`config.mk`:
```
export PLATFORM = sky130hd
export DESIGN_NAME = fetch_stage
export DESIGN_NICKNAME = d
export VERILOG_FILES = /design/src/rtl/fetch_pkg.sv /design/src/rtl/fd_pipe_reg.sv /design/src/rtl/fetch_stage.sv
export SDC_FILE = /design/constraint.sdc
export NUM_CORES = 1
export LEC_CHECK = 0
export ABC_CLOCK_PERIOD_IN_PS = 2700
export BUFFER_PORTS_ARGS = -buffer_cell sky130_fd_sc_hd__buf_2
export CAP_MARGIN = 10
export CORE_AREA = 2 2 177 179
export DETAILED_ROUTE_END_ITERATION = 10
export DIE_AREA = 0 0 179 181
export GPL_ROUTABILITY_DRIVEN = 0
export PLACE_DENSITY = 0.67
export SLEW_MARGIN = 20
export SYNTH_ARGS = -nofsm -noshare
export SYNTH_HDL_FRONTEND = slang
export SYNTH_SLANG_ARGS = --single-unit
```
`constraint.sdc`:
```
create_clock -name clk -period 2.7 [get_ports clk]
set_input_delay 0.54 -clock clk [delete_from_list [all_inputs] [get_ports clk]]
set_output_delay 0.54 -clock clk [all_outputs]
set_load 0.03 [all_outputs]
```
`src/rtl/fetch_pkg.sv`:
```
// Shared types and constants for the instruction fetch stage.
package fetch_pkg;

  localparam logic [63:0] NOP_INSTR        = 64'h0;
  localparam logic [63:0] DEFAULT_RESET_PC = 64'h0;

  typedef enum logic {
    RUN  = 1'b0,
    WAIT = 1'b1
  } fetch_state_t;

endpackage

```
`src/rtl/fd_pipe_reg.sv`:
```
// Fetch/Decode pipeline register: synchronous reset, clear loads a bubble, enable captures.
module fd_pipe_reg
  import fetch_pkg::*;
#(
  parameter int WIDTH = 64
) (
  input  logic             clk,
  input  logic             reset,
  input  logic             i_en,
  input  logic             i_clr,
  input  logic [WIDTH-1:0] i_instr,
  input  logic [WIDTH-1:0] i_pcplus8,
  output logic [WIDTH-1:0] o_instr,
  output logic [WIDTH-1:0] o_pcplus8,
  output logic             o_valid
);

  logic [WIDTH-1:0] r_instr;
  logic [WIDTH-1:0] r_pcplus8;
  logic             r_valid;

  // Clear beats enable so a flush lands even while Decode is stalled.
  always_ff @(posedge clk) begin
    if (reset || i_clr) begin
      r_instr   <= WIDTH'(NOP_INSTR);
      r_pcplus8 <= '0;
      r_valid   <= 1'b0;
    end else if (i_en) begin
      r_instr   <= i_instr;
      r_pcplus8 <= i_pcplus8;
      r_valid   <= 1'b1;
    end
  end

  assign o_instr   = r_instr;
  assign o_pcplus8 = r_pcplus8;
  assign o_valid   = r_valid;

endmodule

```
`src/rtl/fetch_stage.sv`:
```
// Instruction fetch stage: PC register, next-PC selection, RUN/WAIT memory FSM, F/D register.
// Handshake: a fetch is accepted only in a cycle where imem_ready=1 and nothing stalls or redirects.
module fetch_stage
  import fetch_pkg::*;
#(
  parameter int               WIDTH    = 64,
  parameter logic [WIDTH-1:0] RESET_PC = WIDTH'(DEFAULT_RESET_PC)
) (
  input  logic             clk,
  input  logic             reset,
  input  logic             StallF,
  input  logic             StallD,
  input  logic             FlushD,
  input  logic             BranchTakenE,
  input  logic [WIDTH-1:0] BranchTargetE,
  input  logic             PCSrcW,
  input  logic [WIDTH-1:0] ResultW,
  output logic [WIDTH-1:0] imem_addr,
  input  logic [WIDTH-1:0] imem_rdata,
  input  logic             imem_ready,
  output logic [WIDTH-1:0] PCF,
  output logic [WIDTH-1:0] InstructionD,
  output logic [WIDTH-1:0] PCPlus8D,
  output logic             ValidD,
  output fetch_state_t     o_state
);

  logic [WIDTH-1:0] r_pc;
  fetch_state_t     r_state;

  logic             w_redirect;
  logic             w_accept;
  logic [WIDTH-1:0] w_pc_plus8;
  logic [WIDTH-1:0] w_pc_next;
  fetch_state_t     w_state_next;
  logic             w_fd_en;
  logic             w_fd_clr;

  assign w_redirect = BranchTakenE | PCSrcW;
  assign w_accept   = imem_ready & ~StallF & ~w_redirect;
  assign w_pc_plus8 = r_pc + WIDTH'(8);

  // Execute redirect outranks Writeback redirect; both outrank stalls and memory wait.
  always_comb begin
    w_pc_next = r_pc;
    if (BranchTakenE)                w_pc_next = BranchTargetE;
    else if (PCSrcW)                 w_pc_next = ResultW;
    else if (StallF || !imem_ready)  w_pc_next = r_pc;
    else                             w_pc_next = w_pc_plus8;
  end

  always_comb begin
    w_state_next = r_state;
    case (r_state)
      RUN:     if (!imem_ready && !w_redirect) w_state_next = WAIT;
      WAIT:    if (imem_ready || w_redirect)   w_state_next = RUN;
      default: w_state_next = RUN;
    endcase
  end

  always_ff @(posedge clk) begin
    if (reset) begin
      r_pc    <= RESET_PC;
      r_state <= RUN;
    end else begin
      r_pc    <= w_pc_next;
      r_state <= w_state_next;
    end
  end

  // Without a stall, D captures an accepted fetch or else takes a bubble.
  assign w_fd_clr = FlushD | (~StallD & ~w_accept);
  assign w_fd_en  = ~StallD & w_accept;

  fd_pipe_reg #(
    .WIDTH(WIDTH)
  ) u_fd_pipe_reg (
    .clk       (clk),
    .reset     (reset),
    .i_en      (w_fd_en),
    .i_clr     (w_fd_clr),
    .i_instr   (imem_rdata),
    .i_pcplus8 (w_pc_plus8),
    .o_instr   (InstructionD),
    .o_pcplus8 (PCPlus8D),
    .o_valid   (ValidD)
  );

  assign imem_addr = r_pc;
  assign PCF       = r_pc;
  assign o_state   = r_state;

endmodule

```
# Word-level counts from Yosys, hierarchy flattened
# Index checks and enable logic that the tools add are counted.
[totals]
regBits = 194
inputBits = 200
[op_classes]
addsub = 1
eq_ne = 1
muxes = 6
n_bitwise = 11
reduce_logical = 6
[ops]
columns = ["cell", "count"]
rows = [
  ["$mux W64", 3],
  ["$add A64 B4 Y64 const B", 1],
  ["$not A1 Y1", 5],
  ["$and A1 B1 Y1", 4],
  ["$logic_or A1 B1 Y1", 3],
  ["$ne A3 B3 Y1 const B", 1],
  ["$logic_not A1 Y1", 2],
  ["$mux W1", 2],
  ["$or A1 B1 Y1", 2],
  ["$pmux W1 S2", 1],
  ["$logic_and A1 B1 Y1", 1],
]

# Depth between registers and ports, before layout
# Gate-level depths: netlist of the first run.
[depth]
depth_word = 7
mapped_depth = 9
mapped_depth_nobuf = 7

# Modules after synthesis
# Synthesis of the first run repeated with hierarchy kept, for this count alone.
[unflattened]
hier_cells = 1196
area_unflattened_um2 = 10422.5
[modules_own_cells]
columns = ["mod", "instances", "cells_each", "area_per_inst_um2", "seq_area_each_um2"]
rows = [
  ["fetch_stage", 1, 779, 5719.2, 1301.2],
  ["fd_pipe_reg", 1, 417, 4703.3, 2582.5],
]

# Least setup slack after synthesis of the first run
# OpenSTA, ideal clock, no wires.
[synth_path]
kind = "register to register"
from = "reg r_pc[27], in the netlist PCF[27]"
to = "reg r_pc[63], in the netlist PCF[63]"
arrival_time_ps = 2625
required_time_ps = 2570
setup_slack_ps = -55
path_stages_with_launch = 9
cell_sequence = "dfxtp_1 > buf_2 > nand4_2 > or4_4 > nand4bb_1 > buf_6 > or4_4 > a221oi_1 > o22ai_1"
[synth_via]
elab_chain_len = 4
[synth_lines]
columns = ["element", "line_no", "text"]
rows = [
  ["from (decl)", "fetch_stage.sv:28", "logic [WIDTH-1:0] r_pc;"],
  ["from (signal assigned)", "fetch_stage.sv:66", "r_pc <= w_pc_next;"],
  ["$add A64 B4 Y64", "fetch_stage.sv:41", "assign w_pc_plus8 = r_pc + WIDTH'(8);"],
  ["$mux W64", "fetch_stage.sv:48", "else if (StallF || !imem_ready) w_pc_next = r_pc;"],
  ["$mux W64", "fetch_stage.sv:47", "else if (PCSrcW) w_pc_next = ResultW;"],
  ["$mux W64", "fetch_stage.sv:46", "if (BranchTakenE) w_pc_next = BranchTargetE;"],
]
# No other way between the ends. The select of a mux whose other input is x is not followed.
# A chain may end at the register's enable or synchronous reset.

# Worst setup path after layout of the first run
[layout_path]
from = "reg r_pc[3], in the netlist PCF[3]"
to = "reg r_pc[54], in the netlist PCF[54]"
# The elaborated chain is that of the path after synthesis.

==> results.sh, run 1 <==
export IMPL_status="complete, no violations"
export IMPL_fmax_mhz=397
export IMPL_grtUsageTotal_pct=26.2
export IMPL_die_x_um=179
export IMPL_dr_pass1_iters=6
export IMPL_clk_pin_slew_ps=90
export IMPL_routed_wl_um=44500
export IMPL_switching_share_pct=33.9
export IMPL_design_area_mm2=0.0135
export IMPL_route_met3_wl_um=4400
export IMPL_p_per_area_mw_per_mm2=525
export IMPL_worst_pin_slew_ps=715
export IMPL_ys_seq_area_share_pct=38.4
export IMPL_vias=11700
export IMPL_p_int_mw=4.70
export IMPL_wl_met1_um=17400
export IMPL_p_seq_share_pct=42.7
export IMPL_ctsHtreeMaxLevel=4
export IMPL_power_static_leakage_nw=5.90
export IMPL_peakVddDrop_mv=0.428
export IMPL_drive_above_1_share_pct=36.7
export IMPL_synth_nets=1508
export IMPL_end_kind="register"
export IMPL_maxCapViolations=0
export IMPL_arrival_ps=2910
export IMPL_synth_seq_cells=194
export IMPL_cts_sinks=194
export IMPL_slew_viol_final=0
export IMPL_cts_made_buffers=17
export IMPL_clk_latency_ps=450
export IMPL_grt_pass1_wl_um=64600
export IMPL_clock_skew_ps=15.3
export IMPL_syn_to_final_growth_pct=33.7
export IMPL_antenna_found_initial=7
export IMPL_dr_max_layer_used="met5"
export IMPL_max_slew_margin_pct=52.3
export IMPL_switching_power_mw=2.41
export IMPL_setup_violations_final=0
export IMPL_gr_total_overflow=0
export IMPL_hold_class="in2reg"
export IMPL_die_h_um=181
export IMPL_io_buffer_count=457
export IMPL_final_common_cell="buf_2"
export IMPL_grt_pass1_vias=10700
export IMPL_synth_edff_count=0
export IMPL_finalCoreUtilization_pct=44.6
export IMPL_fin_crit_sh_pct=93.2
export IMPL_critical_path_class="reg2reg"
export IMPL_cts_root_buf="clkbuf_16"
export IMPL_grt_max_degree=94
export IMPL_finalHoldViolCount=0
export IMPL_worstPathRequired_ps=3090
export IMPL_share_comb_of_total_power_pct=19.9
export IMPL_dieArea_mm2=0.0324
export IMPL_cp_start_kind="register"
export IMPL_fin_crit_ps=2520
export IMPL_placementRows=64
export IMPL_hpwl_um=33700
export IMPL_synthFlopType="dfxtp_1"
export IMPL_drc=0
export IMPL_syn_inst=1307
export IMPL_syn_area_mm2=0.0101
export IMPL_clkPwrFrac_pct=37.5
export IMPL_rsz0062_at_grt="no"
export IMPL_final_cell_mix="buf_2, nand2_1, dfxtp_1"
export IMPL_synth_cell_types=65
export IMPL_cts_buffer_depth=2
export IMPL_placed_area_mm2=0.0129
export IMPL_n_fill_cell=3076
export IMPL_drtIter0Drc=1005
export IMPL_drtAntennaViolNets=0
export IMPL_ios=458
export IMPL_syn_avg_cell_area_um2=7.74
export IMPL_routedWlPerCell_um=20.9
export IMPL_yosys_warnings=0
export IMPL_coreArea_mm2=0.0303
export IMPL_async_flop_share_pct=0
export IMPL_initial_core_util_pct=33.3
export IMPL_routed_via_density=5.48
export IMPL_finalNetCount=1918
export IMPL_wl_met2_um=21100
export IMPL_cts_tree="done"
export IMPL_critical_path_max_fanout=7
-- power by group through the flow --
stage / Sequential [mW] / Combinational (mW) / Clock, mW
global route: 3.04 / 1.50 / 2.82
global placement: 3.09 / 1.38 / 0
finish: 3.03 / 1.41 / 2.67
detailed placement: 3.10 / 1.39 / 0
floorplan: 3.26 / 0.691 / 0
CTS: 3.03 / 1.40 / 2.70
-- path summary, 6_finish.rpt --
check | slack (ps) | cells past startpoint | end | start
setup / recovery | 180 | 6 | PCF[54] | PCF[3]
hold / removal | 300 | 2 | o_state | imem_ready
setup reg to reg | 180 | 6 | PCF[54] | PCF[3]
hold reg to reg | 450 | 2 | u_fd_pipe_reg.o_valid | u_fd_pipe_reg.o_valid
-- critical path, cell delays in order (launching register included) --
cell and delay, ps:
dfxtp_2 410, nand2_1 180, or4_4 650, or4_4 620, nor3_2 270, mux2i_1 210
o21a_1 130
-- area by class of cell --
| class | instances | area (µm²) | area share (%) |
|---|---|---|---|
| Tap cell | 396 | 495 | 3.66 |
| Inverter | 11 | 41.3 | 0.305 |
| Clock buffer | 17 | 425 | 3.14 |
| Timing Repair Buffer | 560 | 3140 | 23.2 |
| Antenna cell | 5 | 12.5 | 0.0924 |
| Sequential cell | 194 | 3890 | 28.7 |
| Multi-Input combinational cell | 933 | 5350 | 39.6 |
| Clock inverter | 15 | 183 | 1.35 |
-- synthesized netlist by cell type, drive strengths merged (12+ instances only) --
| cell type | number | share of area (%) |
|---|---|---|
| nand2 | 206 | 7.6 |
| dfxtp | 194 | 38 |
| a21oi | 148 | 7.3 |
| nor2 | 103 | 3.8 |
| buf | 85 | 5.8 |
| clkbuf | 84 | 3.1 |
| o21ai | 84 | 4.2 |
| nand3 | 43 | 2.2 |
| nor3 | 39 | 2.1 |
| a211oi | 38 | 2.8 |
| xnor2 | 34 | 2.9 |
| xor2 | 29 | 2.5 |
| nand4 | 23 | 1.8 |
| a22oi | 18 | 1.3 |
| nor4 | 17 | 1.4 |
| a31oi | 16 | 0.99 |
| mux2i | 12 | 1.2 |
-- logic make-up after synthesis --
logic type,Yosys count,share of synthesized area (%)
AO/OA/AOI/OAI,374,22.6
flip-flops,194,38.4
adder cells (fa/ha/maj),1,0.124
multiplexers,13,1.30
AND/OR/NAND/NOR,482,22.8
buffers and inverters,180,9.35
XOR/XNOR,63,5.45
-- per-layer routing --
layer	global-route usage [%]	vias to the layer above
li1	-	5425
met1	33.1	5463
met2	43.4	683
met3	5.39	95
met4	10.4	4
met5	0	-
-- per-stage QoR --
| stage | cells | total power [mW] | hold slack (ps) | worst slack [ps] | setup TNS (ps) |
|---|---|---|---|---|---|
| floorplan | 1307 | 3.95 | 458 | -40.9 | -73.8 |
| global placement | 2094 | 4.48 | 432 | 167 | 0 |
| detailed placement | 2094 | 4.49 | 437 | 111 | 0 |
| CTS | 2126 | 7.12 | 284 | 69.4 | 0 |
| global route | 2131 | 7.36 | 292 | 29.7 | 0 |
| finish | 2131 | 7.11 | 303 | 184 | 0 |
-- repair_timing --
item / 4_1_cts / 5_1_grt
hold buffers: 0 / 0
buffers inserted: 0 / 0
resized for setup: 0 / 7
setup endpoints to repair: 0 / 9
-- sequential cells by signal, summed over array words and instances (netlist names) --
register / cells
PCF: 64
u_fd_pipe_reg.o_instr: 64
o_state: 1
u_fd_pipe_reg.o_valid: 1
u_fd_pipe_reg.o_pcplus8: 64
(Power assumes the default switching activity.)
==> run 2: changes to the inputs <==
Settings changed: ABC_CLOCK_PERIOD_IN_PS 2700 to 2900, CELL_PAD_IN_SITES_DETAIL_PLACEMENT set to 0, CELL_PAD_IN_SITES_GLOBAL_PLACEMENT set to 1, CORE_AREA 2 2 177 179 to unset, CORE_ASPECT_RATIO set to 0.7, CORE_UTILIZATION set to 36, DIE_AREA 0 0 179 181 to unset, PLACE_DENSITY 0.67 to 0.94.
Clock period 2.7 ns to 2.9 ns, I/O delays scaled along.
==> run 2 against run 1 <==
Against the previous run:
- global-route usage grew 2.8 points
- register-to-register slack improved by 50 ps
- routed wire length shrank 2.2%
- sequential power fell by 6%
- maximum frequency down 5.8%
- via count shrank 1.3%
- cell count fell by 2.8%
- critical endpoint is now PCF[60]
- count of clock-buffer cells in the layout unchanged
- worst setup slack better by 46 ps
- critical path depth up 1
- hold slack better by 3.4 ps
==> results.sh, run 2 (same netlist as run 1, synthesis figures left out) <==
export IMPL_finalSetupTns_ps=0
export IMPL_switching_share_pct=34.0
export IMPL_switching_power_mw=2.24
export IMPL_fin_crit_sh_pct=92.1
export IMPL_cp_num_buf_inv=1
export IMPL_dieArea_mm2=0.0288
export IMPL_ios=458
export IMPL_vias=11500
export IMPL_critical_path_class="reg2reg"
export IMPL_drtIter0Drc=1098
export IMPL_routedWlPerCell_um=21.0
export IMPL_whs_path_depth=2
export IMPL_slowest_delay_ps=490
export IMPL_io_buffer_count=457
export IMPL_end_kind="register"
export IMPL_drc=0
export IMPL_finalHoldViolCount=0
export IMPL_critical_path_max_fanout=7
export IMPL_cts_tree="done"
export IMPL_clkPwrFrac_pct=38.0
export IMPL_grt_pass1_vias=10600
export IMPL_p_per_area_mw_per_mm2=497
export IMPL_ctsHtreeMaxLevel=4
export IMPL_cp_start_kind="register"
export IMPL_arrival_ps=3040
export IMPL_hold_class="in2reg"
export IMPL_gr_total_overflow=0
export IMPL_grt_max_degree=103
export IMPL_cts_root_buf="clkbuf_16"
export IMPL_maxCapViolations=0
export IMPL_worstPathRequired_ps=3270
export IMPL_slew_viol_final=0
export IMPL_p_seq_share_pct=43.3
export IMPL_finalNetCount=1891
export IMPL_clk_pin_slew_ps=90
export IMPL_die_x_um=202
export IMPL_p_int_mw=4.36
export IMPL_cp_top_family="simple AND/OR/NAND/NOR gates"
export IMPL_fin_hold_ws_ps=307
export IMPL_clock_skew_ps=16.2
export IMPL_dr_pass1_iters=7
export IMPL_share_comb_of_total_power_pct=18.7
export IMPL_crit_chain="nand4_1 -> nor4_1 -> buf_4 -> nand4_1 -> nor4_2 -> mux2_2 -> a21oi_1"
export IMPL_antenna_found_initial=7
export IMPL_status="complete, no violations"
export IMPL_placementRows=50
export IMPL_clk_latency_ps=450
export IMPL_coreArea_mm2=0.0272
export IMPL_drive_above_1_share_pct=35.3
export IMPL_peakVddDrop_mv=0.425
export IMPL_cts_buffer_depth=2
export IMPL_syn_to_final_growth_pct=31.2
export IMPL_final_cell_mix="buf_2, nand2_1, dfxtp_1"
export IMPL_reg2reg_from="PCF[17]"
export IMPL_worstSetupStartpoint="PCF[17]"
export IMPL_die_h_um=142
export IMPL_cts_sinks=194
export IMPL_fmax_mhz=375
export IMPL_hpwl_um=32600
export IMPL_cp_slowest_cell="dfxtp_1"
export IMPL_routed_via_density=5.56
export IMPL_ff2ff_setup_slack_ps=230
export IMPL_min_from="imem_ready"
export IMPL_setup_violations_final=0
export IMPL_final_common_cell="buf_2"
export IMPL_initial_core_util_pct=37.3
export IMPL_grtUsageTotal_pct=29.0
export IMPL_path_common_cell="nand4_1"
export IMPL_rsz0062_at_grt="no"
export IMPL_cp_num_cells=7
export IMPL_hold_path_endpoint="o_state"
export IMPL_r2r_end="PCF[60]"
export IMPL_max_slew_margin_pct=54.3
export IMPL_worst_pin_slew_ps=685
export IMPL_drtAntennaViolNets=0
export IMPL_grt_pass1_wl_um=63800
export IMPL_routed_wl_um=43500
export IMPL_power_static_leakage_nw=5.76
export IMPL_reg2reg_depth=7
export IMPL_fin_crit_ps=2670
export IMPL_cts_made_buffers=17
[run 2: cell count changes in the layout (fill, tap and decap cells not counted), moves of 2 or more]
cell      previous run  this run
buf_4               97        72
dfxtp_1            191       194
dfxtp_2              3         0
buf_12               6         4
clkinv_8             4         6
nor2_1              99       101
nor2_2               3         1
[run 2: per-stage QoR]
| step | util [%] | cell area (µm²) | power (mW) | std cells | setup WS [ps] |
|---|---|---|---|---|---|
| final | 48.9 | 13300 | 6.60 | 2071 | 230 |
| after global routing | 48.9 | 13300 | 6.82 | 2069 | 73.3 |
| after CTS | 48.7 | 13200 | 6.61 | 2065 | 103 |
| after detailed placement | 46.4 | 12600 | 4.13 | 2033 | 121 |
| after global placement | 46.4 | 12600 | 4.12 | 2033 | 277 |
| after floorplan | - | 10100 | 3.68 | 1307 | 145 |
[run 2: final cells by class]
class                           instances  area [µm²]
Antenna cell                            4        10.0
Inverter                               11        41.3
Multi-Input combinational cell        933        5330
Sequential cell                       194        3880
Clock inverter                         15         199
Fill cell                            2664       13900
Tap cell                              364         455
Clock buffer                           17         425
Timing Repair Buffer                  533        2930
[run 2: power groups by stage]
stage,clock (mW),combinational (mW),sequential (mW)
floorplan,0,0.643,3.04
global placement,0,1.21,2.91
detailed placement,0,1.22,2.91
CTS,2.54,1.22,2.85
global route,2.65,1.30,2.86
finish,2.51,1.24,2.85
[run 2: how the worst max path moves through the flow]
| stage | to | slack [ps] |
|---|---|---|
| 2_1_floorplan | PCF[63] | 140 |
| 3_3_place_gp | PCF[63] | 280 |
| 3_5_place_dp | PCF[63] | 120 |
| 4_1_cts | PCF[63] | 100 |
| 5_1_grt | PCF[51] | 70 |
| 6_report | PCF[60] | 230 |
[run 2: repair_timing]
| action | 4_1_cts | 5_1_grt |
|---|---|---|
| gates resized for setup | 0 | 1 |
| setup buffers | 0 | 1 |
| hold buffers | 0 | 0 |
| endpoints found under the setup margin | 0 | 10 |
[run 2: metal layers]
layer,vias to the layer above,share of wire [%],track usage (%)
met4,2,1.8,6.41
met1,5349,41,38.1
li1,5367,-,-
met5,-,0.039,0.680
met3,65,11,7.42
met2,734,46,47.9
